File: config.mk
export PLATFORM = sky130hd
export DESIGN_NAME = ecg_moving_avg
export DESIGN_NICKNAME = d
export VERILOG_FILES = /design/src/rtl/ecg_moving_avg.sv
export SDC_FILE = /design/constraint.sdc
export NUM_CORES = 1
export LEC_CHECK = 0
export CAP_MARGIN = 25
export CORE_MARGIN = 1
export CORE_UTILIZATION = 60
export DETAILED_ROUTE_END_ITERATION = 10
export PLACE_DENSITY_LB_ADDON = 0.08
export SLEW_MARGIN = 20
export SYNTH_ARGS = -nofsm -noshare
export SYNTH_HDL_FRONTEND = slang
export SYNTH_SLANG_ARGS = --single-unit
File: constraint.sdc
create_clock -name clk -period 7.4 [get_ports clk]
set_input_delay 1.11 -clock clk [delete_from_list [all_inputs] [get_ports clk]]
set_output_delay 1.11 -clock clk [all_outputs]
set_load 0.005 [all_outputs]
File: src/rtl/ecg_moving_avg.sv
// Boxcar moving average over the last 2**LOG2_TAPS ECG samples, using a running sum and a circular buffer.
// Optional build macro MA_WARMUP_SUPPRESS_EN holds off o_dout_dv until the window has filled once.

module ecg_moving_avg #(
    parameter int LOG2_TAPS = 3,
    parameter int DW        = 12
) (
    input  logic          clk,
    input  logic          rst_n,
    input  logic [DW-1:0] i_din,
    input  logic          i_din_dv,
    output logic [DW-1:0] o_dout,
    output logic          o_dout_dv,
    output logic          o_drop
);

    // state | meaning
    // IDLE  | waiting for a rising edge on i_din_dv
    // UPD   | fold captured sample into running sum, overwrite oldest slot
    // OUT   | publish sum >> LOG2_TAPS and pulse o_dout_dv
    typedef enum logic [1:0] {
        IDLE = 2'd0,
        UPD  = 2'd1,
        OUT  = 2'd2
    } state_t;

    localparam int N  = 1 << LOG2_TAPS;
    localparam int SW = DW + LOG2_TAPS;

    state_t                r_state;
    logic [DW-1:0]         r_buf [N];
    logic [LOG2_TAPS-1:0]  r_wr_ptr;
    logic [SW-1:0]         r_sum;
    logic [DW-1:0]         r_sample;
    logic                  r_dv_q;
    logic [DW-1:0]         r_dout;
    logic                  r_dout_dv;
    logic                  r_drop;

    logic                  w_edge;
    logic [DW-1:0]         w_oldest;
    logic [SW-1:0]         w_sum_next;
    logic [DW-1:0]         w_avg;

`ifdef MA_WARMUP_SUPPRESS_EN
    localparam int FW = LOG2_TAPS + 1;
    logic [FW-1:0]         r_fill;
`endif

    assign w_edge     = i_din_dv & ~r_dv_q;
    assign w_oldest   = r_buf[r_wr_ptr];
    // Oldest sample is already part of r_sum, so the subtract cannot underflow.
    assign w_sum_next = r_sum + SW'(r_sample) - SW'(w_oldest);
    assign w_avg      = r_sum[SW-1:LOG2_TAPS];

    always_ff @(posedge clk or negedge rst_n) begin
        if (!rst_n) begin
            r_dv_q <= 1'b0;
        end else begin
            r_dv_q <= i_din_dv;
        end
    end

    always_ff @(posedge clk or negedge rst_n) begin
        if (!rst_n) begin
            r_state   <= IDLE;
            r_wr_ptr  <= '0;
            r_sum     <= '0;
            r_sample  <= '0;
            r_dout    <= '0;
            r_dout_dv <= 1'b0;
            r_drop    <= 1'b0;
            for (int i = 0; i < N; i++) begin
                r_buf[i] <= '0;
            end
`ifdef MA_WARMUP_SUPPRESS_EN
            r_fill    <= '0;
`endif
        end else begin
            r_dout_dv <= 1'b0;
            unique case (r_state)
                IDLE: begin
                    if (w_edge) begin
                        r_sample <= i_din;
                        r_state  <= UPD;
                    end
                end
                UPD: begin
                    if (w_edge) begin
                        r_drop <= 1'b1;
                    end
                    r_sum           <= w_sum_next;
                    r_buf[r_wr_ptr] <= r_sample;
                    r_wr_ptr        <= r_wr_ptr + 1'b1;
`ifdef MA_WARMUP_SUPPRESS_EN
                    if (r_fill != FW'(N)) begin
                        r_fill <= r_fill + 1'b1;
                    end
`endif
                    r_state <= OUT;
                end
                OUT: begin
                    if (w_edge) begin
                        r_drop <= 1'b1;
                    end
                    r_dout <= w_avg;
`ifdef MA_WARMUP_SUPPRESS_EN
                    r_dout_dv <= (r_fill == FW'(N));
`else
                    r_dout_dv <= 1'b1;
`endif
                    r_state <= IDLE;
                end
                default: begin
                    r_state <= IDLE;
                end
            endcase
        end
    end

    assign o_dout    = r_dout;
    assign o_dout_dv = r_dout_dv;
    assign o_drop    = r_drop;

endmodule

# Yosys cells after proc, flatten, opt, wreduce, memory -nomap -nowiden
# Index checks and enable logic that the tools add are counted.
# W data, S select, Z words.
# totals
input_bits	15
register_bits	143
output_inout_bits	14
# op_classes
n_reduce_logical	5
n_bitwise	3
magnitude_cmp	2
n_eq_ne	3
n_mux	9
addsub	3
# ops
op	count
$bwmux W96	1
$bmux W12 S3	1
$demux W12 S3	1
$mux W12	3
$add A15 B12 Y15	1
$sub A15 B12 Y15	1
$ge A4 B4 Y1 const B	1
$lt A4 B1 Y1 const B	1
$not A3 Y4	1
$pmux W2 S2	1
$reduce_and A2 Y1	2
$add A3 B1 Y3 const B	1
$eq A2 B1 Y1 const B	1
$eq A2 B2 Y1 const B	1
$logic_not A2 Y1	1
$mux W2	1
$ne A2 B2 Y1 const B	1
$reduce_or A2 Y1	1
$and A1 B1 Y1	1
$logic_and A1 B1 Y1	1
$mux W1	1
$not A1 Y1	1

# Depth between registers and ports, before layout
# Gate-level depths: netlist (run 1).
# logic_depth
word_depth	6
mapped_depth	15
ltp_nobuf	13

# Worst setup path after synthesis (run 1)
# OpenSTA, ideal clock, no wires.
# synth_timing
kind	flip-flop to flip-flop
start	register r_wr_ptr[2]
end	register r_sum[14]
path_stages_with_launch	15
required_time_ps	7321
setup_ps	79
n_path_buf	3
arrival_time_ps	3610
slack_ps	3710
cell_sequence	dfrtp_1 > clkbuf_1 > buf_2 > mux4_2 > mux2_2 > fa_1 > inv_1 > ha_1 > buf_6 > a21oi_4 > o21ai_2 > a221o_1 > or3_1 > a21oi_2 > xor2_1
# synth_between
elab_chain_cells	5
# synth_rtl
item	line	rtl
start: declaration	32	logic [LOG2_TAPS-1:0] r_wr_ptr;
start signal: assignment	94	r_wr_ptr <= r_wr_ptr + 1'b1;
$not A3 Y4 (implied by the code)	51	assign w_oldest = r_buf[r_wr_ptr];
$bmux W12 S3	51	
$mux W12 (implied by the code) (2 in a row)	51	
$sub A15 B12 Y15	53	assign w_sum_next = r_sum + SW'(r_sample) - SW'(w_oldest);
end signal: assignment	92	r_sum <= w_sum_next;
end: declaration	33	logic [SW-1:0] r_sum;
# No other way between the ends. The select of a mux whose other input is x is not followed.
# A chain may end at the register's enable or synchronous reset.

# Final worst setup path (run 1)
# layout_timing
start	register r_wr_ptr[0]
end	register r_sum[14]
# The elaborated chain is that of the path after synthesis.

==> summary by stage, run 1 <==
Critical path
The category of the worst setup path launch point is a flip-flop. For this design, the slowest cell found on the critical path is dfrtp_2. For flop-to-flop paths, the worst setup slack is 3340 ps. Walking the worst path, the cells encountered are buf_16, mux4_2, mux2_2, fa_1, inv_1, ha_1, a21oi_4, o21ai_2, a221o_1, or3_1, a21oi_2, xor2_1. The endpoint identified for the worst register-to-register timing path is r_sum[14]. The peak fanout along the critical path is 20. The length in cells of the worst reg-to-reg path is 12. The type of the worst setup path is reg -> reg. The cell family with the largest share of critical-path delay is adder cells. At the worst endpoint, the required time is 7740 ps. STA puts the critical path data arrival time at 4400 ps. Counting both buffers and inverters, the worst setup path holds a total of 2.

The endpoint class of the critical path is a flip-flop. The largest stage delay on the critical path is 680 ps. The start of the worst register-to-register path is r_wr_ptr[0].

Floorplan
In this run the standard cell core region covers 11,500 um2. The die covers 12,300 um2. The width of the die is 111 um. The die is 111 um tall.

In this run the core area contains 39 standard-cell rows. For this design the top-level I/O count stands at 29. The effective utilization at floorplan is 0.620.

Timing
The number of hold violations in the final report was 0. Setup violations remaining at the end of the flow were counted as 0. After routing, the total negative slack on setup checks comes to 0 ps. The minimum setup slack in the final design is 3340 ps. For the pin with the worst max-slew slack, the measured transition is 735 ps.

The maximum clock skew at final layout is 6.08 ps. Timing would allow up to 246 MHz. The number of max-slew violations in the final report came to 0. The routed design could run at a clock period as short as 4060 ps.

The final clock period utilization by the worst path is 0.549. Setup repair after global routing left no endpoint under its margin. Headroom to the max-slew limit came out at 0.509.

GRT
The wire length of the first global-routing pass is 24,900 um. For this run, the total global-route usage over all layers was measured as 0.263. The total congestion overflow after global routing is 0. The pin count of the biggest net entering global routing is 81. The via count of the first global-routing pass came to 4,769. The initial antenna violation count came to 0.

Route
Using the TritonRoute via totals, the vias-per-cell ratio works out to 5.80. Dividing the detail-routed wire length by the instance count gives 18.6 um. The DRC violation count after routing is 0. After detailed routing, the total wire length is 14,400 um. The detailed router placed 4,497 vias in this run. The detail route stage leaves a number of antenna-violating nets equal to 0. The detailed router finished its first iteration with 367 violations. The length of the first detailed-routing pass in iterations is 4.

CTS
The total CTS buffers is 17. Post-CTS repair changed the size of 0 cells. At the later pin of the worst-skew pair, clock insertion delay measures 420 ps. TritonCTS built the clock tree. No sink is reached through more buffers than the 2 on the longest clock path. The root buffer cell chosen for the clock tree is clkbuf_16. The clock tree synthesis step divided the H-tree into 4 levels. The tree built by TritonCTS fans out to 143 sinks.

The number of buffers inserted by hold repair at cts is 0. In this run the post-CTS setup repair buffer count came out at 0. After clock tree synthesis, the clock-pin slew on the worst setup and hold paths is 60 ps.

Layout
The layout overhead on the synthesized area is 15.6%. 0 antenna diodes ended up in the layout. The filler-free cell count of the finished design is 776. The final instance area is 8220 um2. The share of layout cells above drive strength 1 is 0.262. The post-layout net count is 666. After filler insertion, the fill cell instance count of the layout stands at 777.

Job
The tool flagged a number of max-cap violations equal to 0.

Yosys
The share of the Yosys chip area taken by registers is 0.504. In the synthesized netlist, the number of instances is 591. The number of synthesized flops with an enable pin is 0. The register bit count reported by yosys is 143. The most used flip-flop cell after synthesis is dfrtp_1. The cell area after synthesis is 7110 um2.

The number of nets handed over by synthesis was 637. The post-synthesis area per instance is 12.0 um2. The async set-or-reset flop fraction in the synthesized netlist is 1.00. The count of yosys warnings during synthesis is 0. The unique cell type count in the Yosys netlist is 47.

Placement
The pre-CTS worst setup slack is 3120 ps. Input and output buffers added on the ports amount to 28. Routability-driven placement finished with a final weighted congestion of 0.895. Once placement finished, the instance area stood at 7540 um2. The cell count after placement is 741.

Once detailed placement completed, the half-perimeter wirelength came to 9730 um.

Status
The flow ran to the end, and the final reports show no timing, DRC or antenna violations.

Worst hold path
The kind of path behind the tightest hold check is reg -> reg. The end point of the most critical hold path is o_drop. The instance count along the most critical hold path is 1.

The hold path startpoint is o_drop.
cell type report:
cell class	instances	area (um2)	area share
clock buffers	20	457	0.0556
flip-flops and latches	143	3580	0.436
clock inverters	12	165	0.0201
inverters	55	206	0.0251
multi-input cells	362	3210	0.390
well taps	143	179	0.0218
repair buffers	41	425	0.0518
layer usage:
| layer | up-vias | routed length [um] | GRT usage |
|---|---|---|---|
| li1 | 2104 | - | - |
| met4 | 0 | 319 | 0.0978 |
| met2 | 83 | 6880 | 0.407 |
| met5 | - | 0 | 0 |
| met3 | 26 | 522 | 0.0552 |
| met1 | 2284 | 6690 | 0.371 |
sequential cells by signal, indices dropped and copies added, names as in the netlist:
signal	count
o_dout	12
o_dout_dv	1
o_drop	1
r_buf	96
r_dv_q	1
r_sample	12
r_state	2
r_sum	15
r_wr_ptr	3
cell usage after synthesis, types with 3 or more instances:
library cell  instances  area (um2)
dfrtp_1             143        3580
mux2_2               86         968
o21ai_0              65         325
nand2_1              60         225
inv_1                55         206
mux4_2               24         541
ha_1                 19         238
clkbuf_1             15        56.3
nor2_1               15        56.3
a21oi_1              14        70.1
fa_1                 12         240
buf_2                 9        45.0
nand2b_1              7        43.8
xor2_1                6        52.6
a21o_1                5        37.5
buf_1                 5        18.8
mux2i_1               4        40.0
nand4b_1              4        35.0
nand3_1               3        15.0
nand4_1               3        18.8
nor3_1                3        15.0
o21a_1                3        22.5
o31ai_1               3        22.5
xnor2_1               3        26.3
logic make-up after synthesis:
kind of cell | after synthesis | share of synthesized area
fa+ha+maj | 31 | 0.0673
buf+inv | 86 | 0.0482
xor+xnor | 9 | 0.0111
mux | 114 | 0.218
compound gates | 104 | 0.0856
flops | 143 | 0.504
simple gates | 104 | 0.0664
worst reg2reg max path: cells and delay by family, from the launching register on:
family          cells  cell delay, ps
compound gates      4             770
mux                 2             820
flops               1             680
fa+ha+maj           2             910
xor+xnor            1             150
buf+inv             2             280
simple gates        1             360
metrics by stage:
step | hold slack [ps] | utilization
floorplan | 436 | -
global placement | 445 | 0.655
detailed placement | 451 | 0.658
CTS | 472 | 0.712
global route | 491 | 0.717
finish | 471 | 0.717
placed cells by master, fill, tap and decap left out, drive strengths merged, types with 2 or more instances in the layout:
cell           instances
a21o                   6
a21oi                 16
buf                   14
bufinv                 4
clkbuf                20
clkdlybuf4s50         27
clkinv                 6
clkinvlp               2
dfrtp                143
fa                    12
ha                    19
inv                   55
mux2                  86
mux2i                  4
mux4                  24
nand2                 60
nand2b                 7
nand3                  3
nand4                  3
nand4b                 4
nor2                  15
nor3                   3
nor3b                  2
o21a                   3
o21ai                 66
o31ai                  3
or3                    2
xnor2                  3
xor2                   6
how the worst max path moves through the flow:
stage	depth (start not counted)	slack, ps	to	from
after floorplan	14	3710	r_sum[14]	r_wr_ptr[2]
after global placement	10	3190	r_sum[12]	r_wr_ptr[0]
after detailed placement	11	3120	r_sum[11]	r_wr_ptr[0]
after CTS	11	3090	r_sum[11]	r_wr_ptr[0]
after global routing	12	3140	r_sum[14]	r_wr_ptr[0]
final	12	3340	r_sum[14]	r_wr_ptr[0]
Power of run 1 is not shown: default switching activity piles up to over one toggle a cycle in this logic, so the estimate is an artifact.
==> run 2, diff against run 1 <==
- clock period: 7.4 -> 4.2 ns (I/O delays scaled with it)
==> run 2 against run 1 <==
Compared with the run above: clock-buffer cell count down 1; sequential cell count unchanged; sequential share of layout area shrank 0.24 points; final area is 0.55% higher; wire length is 1.5% higher; critical path type unchanged; setup slack worse by 3100 ps; first-iteration DRC count fell by 34%; final cell count increased by 0.64%.
==> summary by stage, run 2 (synthesis results as in run 1) <==
Status
The flow ran to the end, and the final reports show no timing, DRC or antenna violations.

Layout
The final instance area is 8260 um2 (+0.55%). Leaving out fill and tap cells, the most frequent cells in the layout are dfrtp_1 (142), mux2_2 (86), o21ai_0 (65). r_buf holds more flip-flops than any other register.

The layout overhead on the synthesized area is 16.3%. The number of flip-flops in the largest register is 96 (unchanged). The most common cell after layout, fill and taps aside is dfrtp_1. The antenna cell count is 0 (unchanged). The share of layout cells above drive strength 1 is 0.270 (+0.00735). The post-layout net count came to 672 (+0.90%). In the final layout, the registers with the most flip-flops are r_buf: 96 flops, r_sum: 15 flops.

Placement
The final weighted congestion in routability-driven placement is 0.801 (-11%). The placed wire-length estimate after detailed placement was 9860 um (+1.3%). The number of buffer cells added on primary ports is 28 (unchanged). The placed instance area is 7580 um2 (+0.45%).

Floorplan
The effective utilization at floorplan was 0.620 (unchanged). The width of the die is 111 um (unchanged). The standard cell core area is 11,500 um2 (unchanged). The number of top-level pins is 29 (unchanged). The die span in y came to 111 um (unchanged).

The row count is 39 (unchanged). The die area is 12,300 um2 (unchanged).

GRT
The pin count of the biggest net entering global routing was 96 (+19%). The global-route track usage on met2 was 0.411 (+0.00331). The via count of the first global-routing pass is 4,776 (+0.15%). The global routing stage identified its most utilized layer as met2.

The global routing usage on met3 was 0.0487 (-0.00656). The total congestion overflow after global routing is 0 (unchanged). The wire length of the first global-routing pass is 24,700 um (-0.69%). The global-route total usage across every layer is 0.263 (about the same). The initial antenna violation count is 0 (unchanged). The met1 usage is 0.373 (+0.00224).

CTS
TritonCTS built the clock tree. The buffer levels on the longest clock path is 2 (unchanged). The number of H-tree levels is 4 (unchanged).

The total CTS buffers is 17 (unchanged). CTS placed an instance of clkbuf_16 at the clock tree root. The post-cts sizing count came to 0 (unchanged). The clock-pin slew reported for the worst setup and hold paths after clock tree synthesis is 60 ps (about the same). The number of buffers inserted by hold repair at cts is 0 (unchanged). The clock insertion delay at the later pin of the skew report is 420 ps (about the same). The number of buffers added for setup after CTS is 0 (unchanged). The sink count of the clock tree is 143 (unchanged).

Timing
The maximum clock skew at final layout is 5.33 ps (-0.748 ps). The shortest period the worst path allows is 3940 ps (-120 ps). The max-slew headroom at the worst pin came to 0.425 (-0.0841).

The total negative slack is 0 ps (unchanged). The number of max-slew violations in the final report is 0 (unchanged). The number of hold violations in the final report is 0 (unchanged).

Setup repair after global routing left no endpoint under its margin. The final clock period utilization by the worst path is 0.938 (+0.389). The transition at the pin with the smallest max-transition slack is 863 ps (+128 ps). The final number of setup-violating endpoints is 0 (unchanged). The top achievable clock speed is 254 MHz (+3.1%).

Critical path
The count of buffer and inverter cells on the critical path is 3 (+1). The cell family with the largest share of critical-path delay is compound AO/OA/AOI/OAI gates. In this run the critical register-to-register path is launched from r_wr_ptr[0].

The peak fanout along the critical path is 11 (-45%). The startpoint of the worst setup timing path is r_wr_ptr[0]. The critical path data arrival time is 4250 ps (-150 ps). The type of the worst setup path is reg -> reg. STA classifies the critical path startpoint as a flip-flop. The largest stage delay on the critical path was 550 ps (-130 ps). The required time at the worst-slack endpoint is 4510 ps (-3230 ps). Walking the worst path, the cells encountered are buf_4, mux4_2, mux2_2, ha_1, inv_1, ha_1, inv_1, fa_1, nand2b_1, a21oi_1, o21ai_0, a31oi_1, o21ai_0, a31o_2. STA classifies the critical path endpoint as a flip-flop. The standard cell with the maximum stage delay on the critical path is dfrtp_2.

Worst hold path
The path class of the tightest hold or removal check is in -> async.

Route
The count of routing violations after the opening detailed-route iteration is 243 (-34%). The number of vias after detailed routing is 4,621 (+2.8%). The length of the first detailed-routing pass in iterations is 4 (unchanged). The routed wire length per instance is 18.7 um (+0.86%). The final wirelength is 14,600 um (+1.5%). The DRC violation count after routing came to 0 (unchanged). The post-route antenna net violation count is 0 (unchanged). The routed via count divided by cell count is 5.92 (+2.1%).

Job
The number of max-cap violations is 0 (unchanged).
## run 2: worst register-to-register path: stages (launching register included)
cell      delay [ps]
dfrtp_2          550
buf_4            230
mux4_2           500
mux2_2           270
ha_1             270
inv_1             50
ha_1             150
inv_1             60
fa_1             370
nand2b_1         200
a21oi_1          340
o21ai_0          230
a31oi_1          250
o21ai_0          110
a31o_2           240
## run 2: worst paths after layout
kind	slack [ps]	cells past startpoint	end
max	260	14	r_sum[12]
min	280	1	r_buf[60]
max reg2reg	260	14	r_sum[12]
min reg2reg	460	1	o_drop
max in group asynchronous	3010	2	r_buf[64]
min in group clk	460	1	o_drop
## run 2: metal layers
metal,vias to the layer above,share of wire
li1,2120,-
met1,2368,0.46
met2,112,0.48
met3,21,0.044
met4,0,0.016
met5,-,0
## run 2: cell type report
type | count | area (um2)
clock buffer | 19 | 453
timing repair buffer | 47 | 450
sequential | 143 | 3580
inverter | 55 | 206
fill | 801 | 3200
clock inverter | 12 | 189
tap | 143 | 179
multi-input combinational | 362 | 3210
## run 2: stage by stage
| stage | std cells | hold slack, ps | utilization | setup slack (ps) |
|---|---|---|---|---|
| finish | 781 | 279 | 0.721 | 260 |
| detailed placement | 747 | 453 | 0.661 | 282 |
| global route | 781 | 346 | 0.721 | 9.88 |
| global placement | 746 | 444 | 0.660 | 358 |
| floorplan | 591 | 334 | - | 510 |
| CTS | 778 | 319 | 0.717 | 245 |
Power of run 2 is left out for the same reason.
